### config.mk
export PLATFORM = sky130hd
export DESIGN_NAME = branch_pc_unit
export DESIGN_NICKNAME = d
export VERILOG_FILES = /design/src/rtl/rv32i_pkg.sv /design/src/rtl/branch_cond.sv /design/src/rtl/branch_pc_unit.sv
export SDC_FILE = /design/constraint.sdc
export NUM_CORES = 1
export LEC_CHECK = 0
export CAP_MARGIN = 20
export CORE_UTILIZATION = 40
export CTS_CLUSTER_DIAMETER = 50
export DETAILED_ROUTE_END_ITERATION = 8
export GPL_ROUTABILITY_DRIVEN = 0
export PLACE_DENSITY = 0.71
export SYNTH_ARGS = -nofsm -noshare
export SYNTH_HDL_FRONTEND = slang
export SYNTH_SLANG_ARGS = --single-unit
### constraint.sdc
create_clock -name clk -period 9.12 [get_ports clk]
set_input_delay 1.824 -clock clk [delete_from_list [all_inputs] [get_ports clk]]
set_output_delay 1.824 -clock clk [all_outputs]
set_load 0.02 [all_outputs]
### src/rtl/rv32i_pkg.sv
// rv32i_pkg: shared branch funct3 encodings, trap causes and PC FSM states
package rv32i_pkg;
  localparam logic [2:0] F3_BEQ  = 3'b000;
  localparam logic [2:0] F3_BNE  = 3'b001;
  localparam logic [2:0] F3_BLT  = 3'b100;
  localparam logic [2:0] F3_BGE  = 3'b101;
  localparam logic [2:0] F3_BLTU = 3'b110;
  localparam logic [2:0] F3_BGEU = 3'b111;
  typedef enum logic [1:0] {
    CAUSE_NONE     = 2'd0,
    CAUSE_MISALIGN = 2'd1,
    CAUSE_ILLEGAL  = 2'd2
  } trap_cause_t;
  typedef enum logic {
    RUN  = 1'b0,
    TRAP = 1'b1
  } pc_state_t;
endpackage

### src/rtl/branch_cond.sv
// branch_cond: maps funct3 and comparator flags to a branch condition and an illegal-encoding flag
module branch_cond
  import rv32i_pkg::*;
(
  input  logic [2:0] funct3,
  input  logic       gt_u,
  input  logic       eq_u,
  input  logic       lt_u,
  input  logic       gt_s,
  input  logic       eq_s,
  input  logic       lt_s,
  output logic       cond,
  output logic       illegal
);
  // Every RV32I condition is expressible with eq_s, lt_s and lt_u alone
  logic unused_flags;
  assign unused_flags = ^{gt_u, eq_u, gt_s};
  always_comb begin
    cond = (funct3 == F3_BEQ)  ? eq_s  :
           (funct3 == F3_BNE)  ? !eq_s :
           (funct3 == F3_BLT)  ? lt_s  :
           (funct3 == F3_BGE)  ? !lt_s :
           (funct3 == F3_BLTU) ? lt_u  :
           (funct3 == F3_BGEU) ? !lt_u : 1'b0;
    illegal = (funct3[2:1] == 2'b01);
  end
endmodule

### src/rtl/branch_pc_unit.sv
// branch_pc_unit: PC register, branch/jump target selection, fault trapping and branch counters
module branch_pc_unit
  import rv32i_pkg::*;
#(
  parameter logic [31:0] RESET_PC = 32'h0000_0000,
  parameter logic [31:0] TRAP_VEC = 32'h0000_0100
) (
  input  logic        clk,
  input  logic        rst,
  input  logic        en,
  input  logic        is_branch,
  input  logic        is_jal,
  input  logic        is_jalr,
  input  logic [2:0]  funct3,
  input  logic        gt_u,
  input  logic        eq_u,
  input  logic        lt_u,
  input  logic        gt_s,
  input  logic        eq_s,
  input  logic        lt_s,
  input  logic [31:0] rs1,
  input  logic [31:0] imm,
  input  logic        trap_ack,
  output logic [31:0] pc,
  output logic [31:0] pc_plus4,
  output logic        taken,
  output logic        trap_valid,
  output logic [1:0]  trap_cause,
  output logic [31:0] trap_epc,
  output logic [31:0] br_count,
  output logic [31:0] taken_count
);
  pc_state_t   state_q, state_d;
  trap_cause_t cause_q, cause_d, fault_cause;
  logic [31:0] pc_q, pc_d, epc_q, epc_d, br_count_q, br_count_d, taken_count_q, taken_count_d;
  logic [31:0] target, next_pc;
  logic        cond, illegal, misaligned, fault, retire, trap_enter, trap_exit;
  branch_cond u_cond (
    .funct3 (funct3),
    .gt_u   (gt_u),
    .eq_u   (eq_u),
    .lt_u   (lt_u),
    .gt_s   (gt_s),
    .eq_s   (eq_s),
    .lt_s   (lt_s),
    .cond   (cond),
    .illegal(illegal)
  );
  always_comb begin
    pc_plus4    = pc_q + 32'd4;
    target      = is_jalr ? ((rs1 + imm) & ~32'h1) : (pc_q + imm);
    taken       = (is_branch & cond & ~illegal) | is_jal | is_jalr;
    next_pc     = taken ? target : pc_plus4;
    misaligned  = taken & (target[1:0] != 2'b00);
    fault       = misaligned | (is_branch & illegal);
    fault_cause = misaligned ? CAUSE_MISALIGN : CAUSE_ILLEGAL;
  end
  always_ff @(posedge clk) begin
    if (rst) begin
      state_q       <= RUN;
      pc_q          <= RESET_PC;
      cause_q       <= CAUSE_NONE;
      epc_q         <= 32'h0;
      br_count_q    <= 32'h0;
      taken_count_q <= 32'h0;
    end else begin
      state_q       <= state_d;
      pc_q          <= pc_d;
      cause_q       <= cause_d;
      epc_q         <= epc_d;
      br_count_q    <= br_count_d;
      taken_count_q <= taken_count_d;
    end
  end
  always_comb begin
    state_d = state_q;
    if (state_q == RUN && en && fault) state_d = TRAP;
    if (state_q == TRAP && trap_ack) state_d = RUN;
  end
  // A faulting instruction never retires, so the PC and counters freeze until the handler acks
  always_comb begin
    retire        = (state_q == RUN) & en & ~fault;
    trap_enter    = (state_q == RUN) & en & fault;
    trap_exit     = (state_q == TRAP) & trap_ack;
    pc_d          = trap_exit ? TRAP_VEC : retire ? next_pc : pc_q;
    cause_d       = trap_enter ? fault_cause : trap_exit ? CAUSE_NONE : cause_q;
    epc_d         = trap_enter ? pc_q : epc_q;
    br_count_d    = br_count_q + {31'b0, retire & is_branch};
    taken_count_d = taken_count_q + {31'b0, retire & is_branch & taken};
  end
  assign pc          = pc_q;
  assign trap_valid  = (state_q == TRAP);
  assign trap_cause  = cause_q;
  assign trap_epc    = epc_q;
  assign br_count    = br_count_q;
  assign taken_count = taken_count_q;
endmodule

==> impl_table.tex <==
\begin{tabular}{lr}
\hline
Metric & Value \\
\hline
\multicolumn{2}{l}{\textbf{Synth}} \\
\quad Net Count, Synth & 1416 \\
\quad EDFF count, synth & 0 \\
\quad Area contributors post-synth & dfxtp\_1 (27\%), ha\_1 (8.7\%), nand2\_1 (6.9\%) \\
\quad Average instance area after synthesis & 7.521 um\^{}2 \\
\quad Number of synthesized register bits & 131 \\
\quad Share of synthesized registers carrying an async set or reset & 0\% \\
\quad Portion of the post-synthesis area used by sequential elements & 27.50\% \\
\quad Gate count after technology mapping & 1268 \\
\quad Most numerous cell in the Yosys netlist & nand2\_1 \\
\quad Top cell types by occurrence after synthesis & nand2\_1 (175), nor2\_1 (135), dfxtp\_1 (131), a21oi\_1 (118), xor2\_1 (67) \\
\quad Synth warnings & 0 \\
\quad Cell area after synthesis & 0.009537 mm\^{}2 \\
\quad Number of distinct standard cells referenced by the synthesized netlist & 73 \\
\quad Cell type contributing the most total cell area after synthesis & dfxtp\_1 \\
\quad Synth top area share & 27.50\% \\
\quad Main synth FF type & dfxtp\_1 \\
\multicolumn{2}{l}{\textbf{GRT}} \\
\quad Total global routing overflow & 0 \\
\quad Via count of the first global-routing pass & 9310 \\
\quad Maximum number of pins on one net before global-route repair & 101 \\
\quad Global-route wire length before repair & 47860 um \\
\quad Antenna violations before repair & 0 \\
\quad Overall global routing resource usage & 24.89\% \\
\multicolumn{2}{l}{\textbf{Critical path}} \\
\quad CP Capture Type & output pin \\
\quad Worst Setup Start Kind & primary input \\
\quad Critical Path Max Stage Delay & 0.58 ns \\
\quad Category of the critical setup timing path & in -> out \\
\quad Endpoint arrival time on the critical path & 4.60 ns \\
\quad FF-to-FF End & taken\_count[31] \\
\quad Cell Chain, Critical Path & clkdlybuf4s50\_1 -> mux2i\_1 -> xor2\_1 -> o21ai\_0 -> a21oi\_2 -> buf\_4 -> and2\_1 -> inv\_1 -> clkdlybuf4s50\_1 \\
\quad Slowest stage cell, crit path & and2\_1 \\
\quad CP max FO & 23 \\
\quad Reg2Reg Depth & 15 \\
\quad Cell mode on critical path & clkdlybuf4s50\_1 \\
\quad R2r setup slk & 4.99 ns \\
\quad Data required time at the worst endpoint & 7.30 ns \\
\multicolumn{2}{l}{\textbf{Status}} \\
\quad Run status & finished, final reports clean \\
\multicolumn{2}{l}{\textbf{STA}} \\
\quad Share of the cycle needed by the critical path after routing & 70.41\% \\
\quad Worst clock skew & 0.009181 ns \\
\quad Worst rel slew slack & 29.37\% \\
\quad Setup violators final & 0 \\
\quad Number of slew-limit violations in the final report & 0 \\
\quad Transition time at the pin with the least slew margin & 1.059 ns \\
\quad Final Worst Setup Slack & 2.698 ns \\
\quad Final Hold Slack & 0.4551 ns \\
\quad Clock period minus final worst setup slack & 6.422 ns \\
\quad Total Neg Setup Slack & 0 ns \\
\quad Total count of hold-check failures in the final report & 0 \\
\quad Achievable Freq & 0.1557 GHz \\
\quad RSZ-0062 raised after global routing & no \\
\multicolumn{2}{l}{\textbf{Drt}} \\
\quad \# DRC & 0 \\
\quad Vias/cell & 5.548 \\
\quad First drt pass iteration count & 5 \\
\quad Number of antenna-violating nets in the routed design & 0 \\
\quad Overall routed net length & 30440 um \\
\quad Count of vias placed by the detailed router & 10047 \\
\quad First DRT Iteration DRCs & 580 \\
\quad Wire per inst & 16.81 um \\
\multicolumn{2}{l}{\textbf{Power and ir drop}} \\
\quad Power per unit of standard cell area & 144.1 mW/mm\^{}2 \\
\quad Maximum VDD drop & 105.2 uV \\
\quad Leakage & 4.935 nW \\
\multicolumn{2}{l}{\textbf{Final layout}} \\
\quad Nets@finish & 1626 \\
\quad Share of cells above drive strength 1 & 3.957\% \\
\quad Post-Layout Inst Area & 0.01280 mm\^{}2 \\
\quad Total area of multi-input combinational cells & 0.006594 mm\^{}2 \\
\quad Number of inserted filler cells in the final layout & 2245 \\
\quad Sequential Area & 0.002623 mm\^{}2 \\
\quad Area growth from synthesis to layout & 34.26\% \\
\multicolumn{2}{l}{\textbf{Clocking}} \\
\quad Later-pin clock latency in the skew report & 0.42 ns \\
\quad CTS-repair resized insts & 0 \\
\quad Number of buffers on the longest clock path & 2 \\
\quad TritonCTS clock tree & yes \\
\quad Hold buffers post-CTS & 0 \\
\quad Post-CTS Setup Repair Bufs & 0 \\
\quad Clk sinks & 131 \\
\quad CTS clk-pin slew, worst paths & 0.06 ns \\
\quad CTS Root Buffer Type & clkbuf\_16 \\
\quad Total CTS buffers & 17 \\
\quad Maximum level of the CTS H-tree & 4 \\
\multicolumn{2}{l}{\textbf{Die}} \\
\quad Chip Width & 156.4 um \\
\quad Starting density of the core & 40.75\% \\
\quad Overall die area & 0.02446 mm\^{}2 \\
\quad Die height & 156.4 um \\
\quad I/O pin total & 244 \\
\quad Number of cell rows & 56 \\
\quad Core Area & 0.02340 mm\^{}2 \\
\multicolumn{2}{l}{\textbf{Placed design}} \\
\quad Post-place setup slack & 2.729 ns \\
\quad Input/output buffers & 240 \\
\quad Half-perimeter wire length after detailed placement & 23180 um \\
\quad Area after DPL & 0.01217 mm\^{}2 \\
\multicolumn{2}{l}{\textbf{Hold path}} \\
\quad Worst hold path class & reg -> reg \\
\quad Worst Hold Depth & 2 \\
\quad Hold path startpoint & trap\_epc[23] \\
\quad Terminating pin of the worst hold path & trap\_epc[23] \\
\multicolumn{2}{l}{\textbf{Flow run}} \\
\quad Max-capacitance violation count & 0 \\
\hline
\end{tabular}
[critical path: cells and delay by family]
| kind | cells | cell delay, ns |
|---|---|---|
| AOI/OAI and AO/OA | 2 | 0.26 |
| xor gates and xnor gates | 1 | 0.15 |
| buffers and inverters | 4 | 1.55 |
| muxes | 1 | 0.22 |
| and+or+nand+nor | 1 | 0.58 |
[worst max-delay path by stage]
stage          cells after the start         endpoint  slack [ns]       from
2_1_floorplan                     17  taken_count[31]        3.94     imm[0]
3_3_place_gp                       9            taken        2.77  funct3[2]
3_5_place_dp                       9            taken        2.73  funct3[2]
4_1_cts                            9            taken        2.73  funct3[2]
5_1_grt                            9            taken        2.55  funct3[2]
6_report                           9            taken        2.70  funct3[2]
[where the power goes]
group / total (mW) / switching [mW] / internal, mW
clock network: 0.709 / 0.258 / 0.451
registers: 0.627 / 0.0373 / 0.590
logic: 0.508 / 0.288 / 0.220
total: 1.84 / 0.583 / 1.26
[layout make-up]
class,count,area share (%)
well taps,319,3.117
clock buffers,20,3.645
inverters,24,0.7036
multi-input cells,1055,51.50
repair buffers,249,19.33
clock inverters,12,1.202
diodes,1,0.01954
flip-flops and latches,131,20.48
[per-stage QoR]
step,cells,power (mW),utilization [%]
final,1811,1.844,54.71
after global routing,1810,1.931,54.70
after CTS,1809,1.851,54.64
after detailed placement,1777,1.139,51.98
after global placement,1777,1.135,51.98
after floorplan,1268,0.9503,-
[layout by cell type (no fill, tap or decap), drive strengths merged, types with 7 or more instances in the layout]
| master | count |
|---|---|
| clkdlybuf4s50 | 239 |
| nand2 | 175 |
| nor2 | 135 |
| dfxtp | 131 |
| a21oi | 118 |
| xor2 | 67 |
| ha | 66 |
| o21ai | 63 |
| xnor2 | 60 |
| nand3 | 56 |
| and3 | 30 |
| nor3 | 30 |
| a21o | 28 |
| inv | 25 |
| nand4 | 23 |
| clkbuf | 20 |
| o21a | 18 |
| a211oi | 17 |
| or3 | 15 |
| o211ai | 13 |
| and2 | 11 |
| nor2b | 10 |
| nand2b | 10 |
| buf | 10 |
| a31oi | 9 |
| o31ai | 8 |
| nor4 | 7 |
| a221oi | 7 |
[logic make-up after synthesis]
logic type                 after synthesis  share of synthesized area (%)
muxes                                    5                         0.5248
xor gates and xnor gates               127                          11.66
and+or+nand+nor                        522                          25.56
adders and majority gates               68                          9.079
buffers and inverters                   82                          3.490
AOI/OAI and AO/OA                      333                          22.19
DFF                                    131                          27.50
[per-layer routing]
layer | GRT usage, % | wire length [um] | vias up
li1 | - | - | 4958
met1 | 31.43 | 13140 | 4675
met2 | 40.69 | 14080 | 356
met3 | 5.732 | 2281 | 58
met4 | 10.18 | 930 | 0
met5 | 0 | 0 | -
[state kept, by name, indices dropped and copies added, names as in the netlist, named ones only]
signal / cells
trap_cause: 2
pc: 30
taken_count: 32
trap_epc: 32
trap_valid: 1
br_count: 32
No activity file was read; power rests on OpenSTA's default activity.
